==> src/rtl/decode_pkg.sv <==
// Shared types for the decode stage: ALU codes, opcodes, memory sizes,
// the decoded control bundle and the stage FSM states.
package decode_pkg;

  typedef enum logic [3:0] {
    ALU_ADD     = 4'b0000,
    ALU_ADDI    = 4'b0001,
    ALU_LOAD    = 4'b0010,
    ALU_STORE   = 4'b0011,
    ALU_LUI     = 4'b0100,
    ALU_JUMP    = 4'b0101,
    ALU_OR      = 4'b0110,
    ALU_AND     = 4'b0111,
    ALU_BRANCH  = 4'b1000,
    ALU_SUB     = 4'b1001,
    ALU_XOR     = 4'b1010,
    ALU_SLL     = 4'b1011,
    ALU_SRL     = 4'b1100,
    ALU_SRA     = 4'b1101,
    ALU_SLT     = 4'b1110,
    ALU_INVALID = 4'b1111
  } alu_op_e;

  typedef enum logic [1:0] {
    MEM_BYTE = 2'b00,
    MEM_HALF = 2'b01,
    MEM_WORD = 2'b10
  } mem_size_e;

  typedef enum logic [1:0] {
    ST_EMPTY = 2'b00,
    ST_FULL  = 2'b01,
    ST_SKID  = 2'b10
  } stage_state_e;

  localparam logic [6:0] OP_R      = 7'b0110011;
  localparam logic [6:0] OP_IMM    = 7'b0010011;
  localparam logic [6:0] OP_LOAD   = 7'b0000011;
  localparam logic [6:0] OP_STORE  = 7'b0100011;
  localparam logic [6:0] OP_BRANCH = 7'b1100011;
  localparam logic [6:0] OP_LUI    = 7'b0110111;
  localparam logic [6:0] OP_AUIPC  = 7'b0010111;
  localparam logic [6:0] OP_JAL    = 7'b1101111;
  localparam logic [6:0] OP_JALR   = 7'b1100111;

  // Operand-B select seen by execute
  localparam logic [1:0] SRC_REG  = 2'b00;
  localparam logic [1:0] SRC_UIMM = 2'b01;
  localparam logic [1:0] SRC_IMM  = 2'b10;

  // Width-independent part of the decoded bundle; imm/pc/target live
  // alongside it in the stage because their width follows XLEN.
  typedef struct packed {
    alu_op_e     alu_op;
    logic [1:0]  alu_src;
    logic        we;
    logic        mem_read;
    logic        mem_write;
    logic        branch;
    logic        jump;
    logic        illegal;
    mem_size_e   mem_size;
    logic        mem_unsigned;
    logic [4:0]  rs1;
    logic [4:0]  rs2;
    logic [4:0]  rd;
  } decode_ctrl_t;

  localparam decode_ctrl_t CTRL_RESET = '{
    alu_op: ALU_INVALID, alu_src: SRC_REG, we: 1'b0, mem_read: 1'b0,
    mem_write: 1'b0, branch: 1'b0, jump: 1'b0, illegal: 1'b0,
    mem_size: MEM_BYTE, mem_unsigned: 1'b0, rs1: 5'd0, rs2: 5'd0, rd: 5'd0
  };

  // Load/store width encodings accepted in funct3
  function automatic logic mem_funct3_ok(input logic [2:0] f3);
    return (f3 == 3'b000) || (f3 == 3'b001) || (f3 == 3'b010) ||
           (f3 == 3'b100) || (f3 == 3'b101);
  endfunction

endpackage

==> src/rtl/decode_logic.sv <==
// Purely combinational instruction decoder: raw instruction + pc in,
// control bundle, sign-extended immediate and pc+imm out.
module decode_logic
  import decode_pkg::*;
#(
  parameter int XLEN = 32
) (
  input  logic [31:0]     instr,
  input  logic [XLEN-1:0] pc,
  output decode_ctrl_t    ctrl,
  output logic [XLEN-1:0] imm,
  output logic [XLEN-1:0] branch_target
);

  logic [6:0]         opcode;
  logic [2:0]         funct3;
  logic [6:0]         funct7;
  logic signed [31:0] imm32;
  logic               bad;
  // On RV32 the shift amount is 5 bits, so instr[25] must be clear
  logic               shamt_hi_bad;

  assign opcode       = instr[6:0];
  assign funct3       = instr[14:12];
  assign funct7       = instr[31:25];
  assign shamt_hi_bad = (XLEN == 32) && instr[25];

  // Immediate assembly per instruction format, sign taken from bit 31
  always_comb begin
    case (opcode)
      OP_STORE:         imm32 = {{20{instr[31]}}, instr[31:25], instr[11:7]};
      OP_BRANCH:        imm32 = {{19{instr[31]}}, instr[31], instr[7],
                                 instr[30:25], instr[11:8], 1'b0};
      OP_LUI, OP_AUIPC: imm32 = {instr[31:12], 12'b0};
      OP_JAL:           imm32 = {{11{instr[31]}}, instr[31], instr[19:12],
                                 instr[20], instr[30:21], 1'b0};
      default:          imm32 = {{20{instr[31]}}, instr[31:20]};
    endcase
  end

  // Signed size cast sign-extends the 32-bit immediate up to XLEN
  assign imm           = XLEN'(imm32);
  assign branch_target = pc + imm;

  // Control decode; illegal encodings collapse to a neutral bundle at the end
  always_comb begin
    ctrl = '{
      alu_op: ALU_ADD, alu_src: SRC_REG, we: 1'b0, mem_read: 1'b0,
      mem_write: 1'b0, branch: 1'b0, jump: 1'b0, illegal: 1'b0,
      mem_size: MEM_BYTE, mem_unsigned: 1'b0,
      rs1: instr[19:15], rs2: instr[24:20], rd: instr[11:7]
    };
    bad = 1'b0;
    case (opcode)
      OP_R: begin
        ctrl.we = 1'b1;
        if (funct7 == 7'b0000000) begin
          case (funct3)
            3'b000:  ctrl.alu_op = ALU_ADD;
            3'b001:  ctrl.alu_op = ALU_SLL;
            3'b010:  ctrl.alu_op = ALU_SLT;
            3'b100:  ctrl.alu_op = ALU_XOR;
            3'b101:  ctrl.alu_op = ALU_SRL;
            3'b110:  ctrl.alu_op = ALU_OR;
            3'b111:  ctrl.alu_op = ALU_AND;
            default: bad = 1'b1;  // unsigned compare has no ALU code
          endcase
        end else if (funct7 == 7'b0100000) begin
          case (funct3)
            3'b000:  ctrl.alu_op = ALU_SUB;
            3'b101:  ctrl.alu_op = ALU_SRA;
            default: bad = 1'b1;
          endcase
        end else begin
          bad = 1'b1;
        end
      end
      OP_IMM: begin
        ctrl.we      = 1'b1;
        ctrl.alu_src = SRC_IMM;
        case (funct3)
          3'b000: ctrl.alu_op = ALU_ADDI;
          3'b010: ctrl.alu_op = ALU_SLT;
          3'b100: ctrl.alu_op = ALU_XOR;
          3'b110: ctrl.alu_op = ALU_OR;
          3'b111: ctrl.alu_op = ALU_AND;
          3'b001: begin
            ctrl.alu_op = ALU_SLL;
            bad = (instr[31:26] != 6'b000000) || shamt_hi_bad;
          end
          3'b101: begin
            ctrl.alu_op = instr[30] ? ALU_SRA : ALU_SRL;
            bad = ((instr[31:26] != 6'b000000) && (instr[31:26] != 6'b010000))
                  || shamt_hi_bad;
          end
          default: bad = 1'b1;
        endcase
      end
      OP_LOAD: begin
        ctrl.alu_op       = ALU_LOAD;
        ctrl.alu_src      = SRC_IMM;
        ctrl.we           = 1'b1;
        ctrl.mem_read     = 1'b1;
        ctrl.mem_size     = mem_size_e'(funct3[1:0]);
        ctrl.mem_unsigned = funct3[2];
        bad               = !mem_funct3_ok(funct3);
      end
      OP_STORE: begin
        ctrl.alu_op       = ALU_STORE;
        ctrl.alu_src      = SRC_IMM;
        ctrl.mem_write    = 1'b1;
        ctrl.mem_size     = mem_size_e'(funct3[1:0]);
        ctrl.mem_unsigned = funct3[2];
        bad               = !mem_funct3_ok(funct3);
      end
      OP_BRANCH: begin
        ctrl.alu_op = ALU_BRANCH;
        ctrl.branch = 1'b1;
      end
      OP_LUI: begin
        ctrl.alu_op  = ALU_LUI;
        ctrl.alu_src = SRC_UIMM;
        ctrl.we      = 1'b1;
      end
      OP_AUIPC: begin
        // pc + upper immediate; execute routes pc onto operand A
        ctrl.alu_op  = ALU_ADD;
        ctrl.alu_src = SRC_UIMM;
        ctrl.we      = 1'b1;
      end
      OP_JAL: begin
        ctrl.alu_op  = ALU_JUMP;
        ctrl.alu_src = SRC_IMM;
        ctrl.we      = 1'b1;
        ctrl.jump    = 1'b1;
      end
      OP_JALR: begin
        ctrl.alu_op  = ALU_JUMP;
        ctrl.alu_src = SRC_IMM;
        ctrl.we      = 1'b1;
        ctrl.jump    = 1'b1;
        bad          = (funct3 != 3'b000);
      end
      default: bad = 1'b1;
    endcase

    if (bad) begin
      ctrl.alu_op       = ALU_INVALID;
      ctrl.alu_src      = SRC_REG;
      ctrl.we           = 1'b0;
      ctrl.mem_read     = 1'b0;
      ctrl.mem_write    = 1'b0;
      ctrl.branch       = 1'b0;
      ctrl.jump         = 1'b0;
      ctrl.mem_size     = MEM_BYTE;
      ctrl.mem_unsigned = 1'b0;
      ctrl.illegal      = 1'b1;
    end
    // x0 is hard-wired, so never request a write to it
    if (ctrl.rd == 5'd0) ctrl.we = 1'b0;
  end

endmodule

==> src/rtl/decode_stage.sv <==
// Decode pipeline stage: one-cycle decode with ready/valid handshakes on
// both sides. SKID_EN=1 adds a skid entry so in_ready is a pure flop.
module decode_stage
  import decode_pkg::*;
#(
  parameter int XLEN    = 32,
  parameter int SKID_EN = 1
) (
  input  logic            clk,
  input  logic            rst,
  input  logic            in_valid,
  output logic            in_ready,
  input  logic [31:0]     in_instr,
  input  logic [XLEN-1:0] in_pc,
  input  logic            flush,
  output logic            out_valid,
  input  logic            out_ready,
  output logic [3:0]      out_alu_op,
  output logic [1:0]      out_alu_src,
  output logic            out_we,
  output logic            out_mem_read,
  output logic            out_mem_write,
  output logic            out_branch,
  output logic            out_jump,
  output logic            out_illegal,
  output logic [1:0]      out_mem_size,
  output logic            out_mem_unsigned,
  output logic [XLEN-1:0] out_imm,
  output logic [XLEN-1:0] out_pc,
  output logic [XLEN-1:0] out_branch_target,
  output logic [4:0]      out_rs1,
  output logic [4:0]      out_rs2,
  output logic [4:0]      out_rd
);

  typedef struct packed {
    decode_ctrl_t    ctrl;
    logic [XLEN-1:0] imm;
    logic [XLEN-1:0] pc;
    logic [XLEN-1:0] tgt;
  } entry_t;

  localparam entry_t ENTRY_RESET = '{ctrl: CTRL_RESET, imm: '0, pc: '0, tgt: '0};

  decode_ctrl_t    dec_ctrl;
  logic [XLEN-1:0] dec_imm;
  logic [XLEN-1:0] dec_tgt;
  entry_t          dec;

  stage_state_e    state_q, state_d;
  entry_t          out_q, out_d;
  entry_t          skid_q, skid_d;
  logic            in_ready_q, in_ready_d;
  logic            accept, drain;

  decode_logic #(.XLEN(XLEN)) u_decode (
    .instr         (in_instr),
    .pc            (in_pc),
    .ctrl          (dec_ctrl),
    .imm           (dec_imm),
    .branch_target (dec_tgt)
  );

  assign dec = '{ctrl: dec_ctrl, imm: dec_imm, pc: in_pc, tgt: dec_tgt};

  // Without the skid entry, ready must look through to out_ready; in_ready_q
  // then only serves to hold ready low until the first edge after reset.
  assign in_ready  = (SKID_EN != 0) ? in_ready_q
                                    : (in_ready_q && (out_ready || (state_q == ST_EMPTY)));
  assign out_valid = (state_q != ST_EMPTY);
  assign accept    = in_valid && in_ready;
  assign drain     = out_valid && out_ready;

  // Next-state and entry movement; flush wins over everything
  always_comb begin
    state_d = state_q;
    out_d   = out_q;
    skid_d  = skid_q;
    if (flush) begin
      state_d = ST_EMPTY;
    end else begin
      case (state_q)
        ST_EMPTY: begin
          if (accept) begin
            out_d   = dec;
            state_d = ST_FULL;
          end
        end
        ST_FULL: begin
          if (accept && drain) begin
            out_d = dec;
          end else if (accept) begin
            skid_d  = dec;
            state_d = ST_SKID;
          end else if (drain) begin
            state_d = ST_EMPTY;
          end
        end
        ST_SKID: begin
          if (drain) begin
            out_d   = skid_q;
            state_d = ST_FULL;
          end
        end
        default: state_d = ST_EMPTY;
      endcase
    end
    in_ready_d = (SKID_EN != 0) ? (state_d != ST_SKID) : 1'b1;
  end

  // State, ready flop and both entries; reset drops everything in flight
  always_ff @(posedge clk or negedge rst) begin
    if (!rst) begin
      state_q    <= ST_EMPTY;
      in_ready_q <= 1'b0;
      out_q      <= ENTRY_RESET;
      skid_q     <= ENTRY_RESET;
    end else begin
      state_q    <= state_d;
      in_ready_q <= in_ready_d;
      out_q      <= out_d;
      skid_q     <= skid_d;
    end
  end

  assign out_alu_op        = out_q.ctrl.alu_op;
  assign out_alu_src       = out_q.ctrl.alu_src;
  assign out_we            = out_q.ctrl.we;
  assign out_mem_read      = out_q.ctrl.mem_read;
  assign out_mem_write     = out_q.ctrl.mem_write;
  assign out_branch        = out_q.ctrl.branch;
  assign out_jump          = out_q.ctrl.jump;
  assign out_illegal       = out_q.ctrl.illegal;
  assign out_mem_size      = out_q.ctrl.mem_size;
  assign out_mem_unsigned  = out_q.ctrl.mem_unsigned;
  assign out_rs1           = out_q.ctrl.rs1;
  assign out_rs2           = out_q.ctrl.rs2;
  assign out_rd            = out_q.ctrl.rd;
  assign out_imm           = out_q.imm;
  assign out_pc            = out_q.pc;
  assign out_branch_target = out_q.tgt;

endmodule

==> config.mk <==
export PLATFORM = sky130hd
export DESIGN_NAME = decode_stage
export DESIGN_NICKNAME = d
export VERILOG_FILES = /design/src/rtl/decode_pkg.sv /design/src/rtl/decode_logic.sv /design/src/rtl/decode_stage.sv
export SDC_FILE = /design/constraint.sdc
export NUM_CORES = 1
export LEC_CHECK = 0
export ABC_AREA = 1
export CAP_MARGIN = 40
export CORE_MARGIN = 4
export CORE_UTILIZATION = 60
export DETAILED_ROUTE_END_ITERATION = 8
export MAX_ROUTING_LAYER = met4
export PLACE_DENSITY = 0.93
export SLEW_MARGIN = 10
export SYNTH_ARGS = -nofsm -noshare
export SYNTH_HDL_FRONTEND = slang
export SYNTH_HIERARCHICAL = 1
export SYNTH_SLANG_ARGS = --single-unit
==> constraint.sdc <==
create_clock -name clk -period 3.6 [get_ports clk]
set_input_delay 1.08 -clock clk [delete_from_list [all_inputs] [get_ports clk]]
set_output_delay 1.08 -clock clk [all_outputs]
set_load 0.005 [all_outputs]
Word-level counts from Yosys, hierarchy flattened. Index checks and enable logic that the tools add are counted.

Register bits after elaboration: 255. Input bits: 69. Word-level logic and storage cells: 124.

Add/sub/neg operators: 1. Equal/unequal tests: 23. Muxes and demuxes: 34. Bitwise operators: 2. Reductions and logical operators: 30.

Operators by type and width (number): 126-bit 2-to-1 mux (3); 126-bit one-hot mux with 3 select lines (1); 31-bit one-hot mux with 4 select lines (1); 4-bit one-hot mux with 7 select lines (2); 32-bit adder (1); 7-bit by 6-bit equality test with 1-bit output (second input constant) (4); 4-bit one-hot mux with 6 select lines (1); 7-bit equality test (second input constant) (3); 15-bit 2-to-1 mux (1); 7-bit by 5-bit equality test with 1-bit output (second input constant) (2); 7-bit OR reduction (2); 3-bit equality test (second input constant) (4); 2-bit 2-to-1 mux (6); 1-bit 2-to-1 mux (11); 5-bit OR reduction (2); 4-bit 2-to-1 mux (2); 2-bit != test (second input constant) (4); 4-bit one-hot mux with 2 select lines (1); 2-bit OR reduction (4); 7-bit by 2-bit equality test with 1-bit output (second input constant) (1); 7-bit logical NOT (1); 1-bit logical OR (6); 6-bit by 5-bit != test with 1-bit output (second input constant) (1); 2-bit one-hot mux with 3 select lines (1); 20 further kinds (25).

Depth between registers and ports, before layout.
Word-level depth: 11. Depth in mapped cells: 26.

Hierarchy. The synthesis kept the hierarchy.

Modules (own cells, without submodules): decode_stage (times used 1, cells each 1552, area each 11985.2 um^2, sequential area each 6391.1 um^2); decode_logic (times used 1, cells each 716, area each 3425.8 um^2, sequential area each 0.0 um^2).

Worst setup path after synthesis. OpenSTA, ideal clock, no wires.

Path kind: in2reg. From: input in_instr[1]. To: register out_q, in the netlist out_branch_target[24]. Setup time: 0.117 ns. Arrival: 3.455 ns. Data required time: 3.483 ns. Path slack: 0.028 ns. Stages on the path: 25. Path buffers: 0. Path through: nand2_1 -> inv_2 -> nand3_1 -> nor2_4 -> inv_2 -> nand2_4 -> nor2_2 -> nand2_1 -> o21ai_0 -> ha_1 -> fa_1 -> nand3_1 -> nand3_1 -> nand2_1 -> nand2_1 -> nand2_1 -> nand2_1 -> nand2_1 -> nand2_1 -> nand2_1 -> nand2_1 -> nand2_1 -> nand2_1 -> nand4_1 -> nand2_1.

Cells in the longest elaborated chain, start to end: 6. Elaborated cells between the ends (all ways): 11. Those cells by class: 1 x add/sub; 5 x eq/ne; 4 x mux; 1 x reduce/logical.

Ends and longest elaborated chain: from (decl) (RTL line decode_stage.sv:13) `input logic [31:0] in_instr,`; 7-bit by 5-bit equality test with 1-bit output or 7-bit by 6-bit equality test with 1-bit output (tied branches) (RTL line decode_logic.sv:30) `case (opcode)`; 2-bit OR reduction (no source line); 31-bit one-hot mux with 4 select lines (*) (RTL line decode_logic.sv:30); via dec_imm[0] (RTL line decode_stage.sv:46) `logic [XLEN-1:0] dec_imm;`; 32-bit adder (*) (RTL line decode_logic.sv:43) `assign branch_target = pc + imm;`; via dec_tgt[24] (RTL line decode_stage.sv:47) `logic [XLEN-1:0] dec_tgt;`; 126-bit 2-to-1 mux (on tied branches) (RTL line decode_stage.sv:90, decode_stage.sv:84); 126-bit one-hot mux with 3 select lines (*) (RTL line decode_stage.sv:82) `case (state_q)`; to (signal assigned) (RTL line decode_stage.sv:121) `out_q <= out_d;`; to (decl) (RTL line decode_stage.sv:51) `entry_t out_q, out_d;`.

Mark *: on every way through the listed nets, which the timed path passes. The rest lies on a longest branch. The select of a mux whose other input is x is not followed. A chain may end at the register's enable or synchronous reset.

Worst setup path after layout.
From: input in_instr[4]. To: register out_q, in the netlist out_branch_target[22].

Same word-level chain as after synthesis.

==> impl_metrics.env <==
export IMPL_run_status="finished clean"
export IMPL_synth_warning_count=6
export IMPL_worst_ir_drop_vdd_mv=0.5820
export IMPL_utilization_pct=81.43
export IMPL_slew_headroom_pct=50.00
export IMPL_placed_instances=2819
export IMPL_vias=17460
export IMPL_floorplan_die_height_um=168.3
export IMPL_dpl_cell_area_um2=18690
export IMPL_final_common_cell="nand2_1"
export IMPL_place_gp_congestion=0.9503
export IMPL_detail_route_vias_per_cell=6.070
export IMPL_cts_tree="yes"
export IMPL_post_layout_nonfiller_instances=2876
export IMPL_cts_reportedPaths_clkPinSlew_ns=0.06
export IMPL_share_of_total_power_in_sequential_cells_pct=39.5
export IMPL_layout_nets=2628
export IMPL_summed_area_of_non_filler_cells_in_the_final_layout_um2=20560
export IMPL_routedWlPerCell_um=19.91
export IMPL_switch_share_pct=32.81
export IMPL_achievable_frequency_ghz=0.2861
export IMPL_worst_path_buf_inv=6
export IMPL_htreeDepth=1
export IMPL_critPathMaxFanout=5
export IMPL_worst_skew_pair_late_latency_ns=0.55
export IMPL_tightest_slew_ns=0.7501
export IMPL_total_leakage_power_nw=10.99
export IMPL_critPathMostFrequentCell="nand2_2"
export IMPL_timing_setup_critical_path_class="input pin to flop"
export IMPL_area_growth_syn_to_layout_pct=33.43
export IMPL_timing_clock_skew_ns=0.01457
export IMPL_clockRootBuffer="clkbuf_16"
export IMPL_async_flop_share_pct=100.0
export IMPL_hold_path_class="flop to flop"
export IMPL_ys_seq_elements=255
export IMPL_grt_start_max_net_pins=127
export IMPL_internal_power_mw=6.834
export IMPL_p_clk_share_pct=30.7
export IMPL_maxCapViolCount=0
export IMPL_ant_nets=0
export IMPL_combPwrFrac_pct=29.8
export IMPL_postSynthCellCount=2268
export IMPL_fp_dieArea_um2=28310
export IMPL_numPortBuffers=196
export IMPL_power_per_cell_area_nw_per_um2=494.6
export IMPL_maxSlewViolCount=0
export IMPL_synthDominantCellAreaShare_pct=40.11
export IMPL_synth_cell_type_count=36
export IMPL_switchingPower_mw=3.338
export IMPL_layout_area_seq_um2=6395
export IMPL_timing_final_crit_period_ns=3.495
export IMPL_fillers=1631
export IMPL_path_delay_family="simple AND/OR/NAND/NOR gates"
export IMPL_core_area_um2=25250
export IMPL_first_global_vias=16820
export IMPL_critPathRequiredTime_ns=4.08
export IMPL_antenna_diode_count=0
export IMPL_drt_drc_violations_left=0
export IMPL_timing_critical_path_slowest_stage_cell="ha_4"
export IMPL_post_synthesis_cell_area_um2=15410
export IMPL_synth_edff_count=0
export IMPL_detailedPlacementHpwl_um=37010
export IMPL_syn_avg_cell_area_um2=6.795
export IMPL_num_io_pins=197
export IMPL_synth_area_leaders="dfrtp_1 (40%), nand2_1 (26%), nand3_1 (9.3%)"
export IMPL_grt_first_pass_wirelength_um=90740
export IMPL_worst_r2r_cell_count=7
export IMPL_synth_largest_area_cell="dfrtp_1"
export IMPL_setup_violations=0
export IMPL_detail_route_first_pass_iterations=6
export IMPL_start_util_pct=61.02
export IMPL_start_kind="input pin"
export IMPL_clk_path_buf_depth=3
export IMPL_crit_cells=29
export IMPL_grt_util_all_layers_pct=40.41
export IMPL_detail_route_iter0_violations=2556
export IMPL_floorplan_die_width_um=168.3
export IMPL_antenna_found_initial=0
export IMPL_final_min_period_over_clock_period_pct=97.09
export IMPL_crit_arrival_ns=3.98
export IMPL_multiInputGateArea_um2=8551
export IMPL_yosys_most_used_dff="dfrtp_1"
export IMPL_cts_buffers=29
export IMPL_core_rowCount=58
export IMPL_number_of_hold_violations_in_the_final_report=0
export IMPL_postCtsHoldBufs=0
export IMPL_grt_remaining_overflow=0
export IMPL_hold_depth=2
export IMPL_critical_path_max_stage_delay_ns=0.27
export IMPL_synth_seq_area_share_pct=41.47
export IMPL_post_route_cells_drive_above_1_share_pct=16.81
export IMPL_syn_nets=2369
export IMPL_critPathCaptureType="flop"
export IMPL_detail_route_wirelength_um=57270
export IMPL_cts_sinks=255
export IMPL_layout_common_cells="nand2_1 (995), nand3_1 (279), dfrtp_1 (246)"
final timing paths:
| kind | start | endpoint | slack [ns] |
|---|---|---|---|
| setup / recovery | in_instr[4] | out_branch_target[22] | 0.10 |
| min in group asynchronous | rst | out_pc[6] | 0.54 |
| setup reg to reg | state_q[1] | out_branch_target[5] | 1.08 |
| hold / removal | out_alu_op[3] | out_alu_op[3] | 0.46 |
| max in group asynchronous | rst | skid_q[110] | 2.18 |
| hold reg to reg | out_alu_op[3] | out_alu_op[3] | 0.46 |
synthesized netlist by cell type (12+ instances only):
master,instances
buf_2,39
inv_1,148
a21oi_1,27
buf_1,18
nand2_2,12
buf_4,20
xor2_1,16
nand3_1,285
clkbuf_1,78
inv_2,12
nor3_1,16
nor2_1,60
nand4_1,132
ha_1,31
nor2_2,16
nand2_1,1048
o21ai_0,20
dfrtp_1,247
sequential cells by signal (all words and copies together), names as in the netlist:
| name | count |
|---|---|
| in_ready | 1 |
| out_alu_op | 4 |
| out_alu_src | 2 |
| out_branch | 1 |
| out_branch_target | 32 |
| out_illegal | 1 |
| out_imm | 32 |
| out_jump | 1 |
| out_mem_read | 1 |
| out_mem_size | 2 |
| out_mem_unsigned | 1 |
| out_mem_write | 1 |
| out_pc | 32 |
| out_rd | 5 |
| out_rs1 | 5 |
| out_rs2 | 5 |
| out_we | 1 |
| skid_q | 126 |
| state_q | 2 |
cell type report:
type / count / share of cell area [%]
clock inverter: 10 / 0.7606
clock buffer: 40 / 4.071
timing repair buffer: 382 / 17.53
tap: 330 / 2.008
multi-input combinational: 1699 / 41.58
sequential: 255 / 31.10
inverter: 160 / 2.951
worst min-delay path: stages, from the launching register on:
cell,delay [ns]
dfstp_2,0.37
nand2_1,0.05
nand2_1,0.04
metal layers:
metal,vias to the layer above,GRT usage (%),share of wire (%)
met4,0,13.90,4.4
met3,226,5.518,9.1
met1,8227,52.42,38
li1,7747,-,-
met5,-,-,0
met2,1257,65.83,48
cell families after synthesis:
family | share of synthesized area [%]
compound gates | 2.119
fa+ha+maj | 2.647
xor+xnor | 0.9661
flops | 41.47
buf+inv | 8.476
simple gates | 44.32
timing repair:
action                                  4_1_cts  5_1_grt
cloned                                        1        0
pin swaps                                    24       37
buffers inserted                              5        2
endpoints found under the setup margin       51       54
gates resized for setup                      72      118
metrics by stage:
| stage | total power [mW] | worst slack, ns | hold slack, ns | TNS [ns] |
|---|---|---|---|---|
| 2_1_floorplan | 5.252 | 0.02817 | 0.4427 | 0 |
| 3_3_place_gp | 6.649 | -0.8916 | 0.4507 | -34.71 |
| 3_5_place_dp | 6.802 | -0.9369 | 0.4555 | -40.17 |
| 4_1_cts | 10.01 | -0.01381 | 0.4639 | -0.03675 |
| 5_1_grt | 10.63 | -0.01216 | 0.4772 | -0.01216 |
| 6_report | 10.17 | 0.1048 | 0.4646 | 0 |
power by group through the flow:
stage	Sequential, mW	Combinational (mW)	Clock [mW]
floorplan	3.94	1.31	0
global placement	3.97	2.68	0
detailed placement	4.01	2.79	0
CTS	3.99	2.90	3.12
global route	4.07	3.30	3.25
finish	4.01	3.03	3.13
No activity file was read; power rests on OpenSTA's default activity.
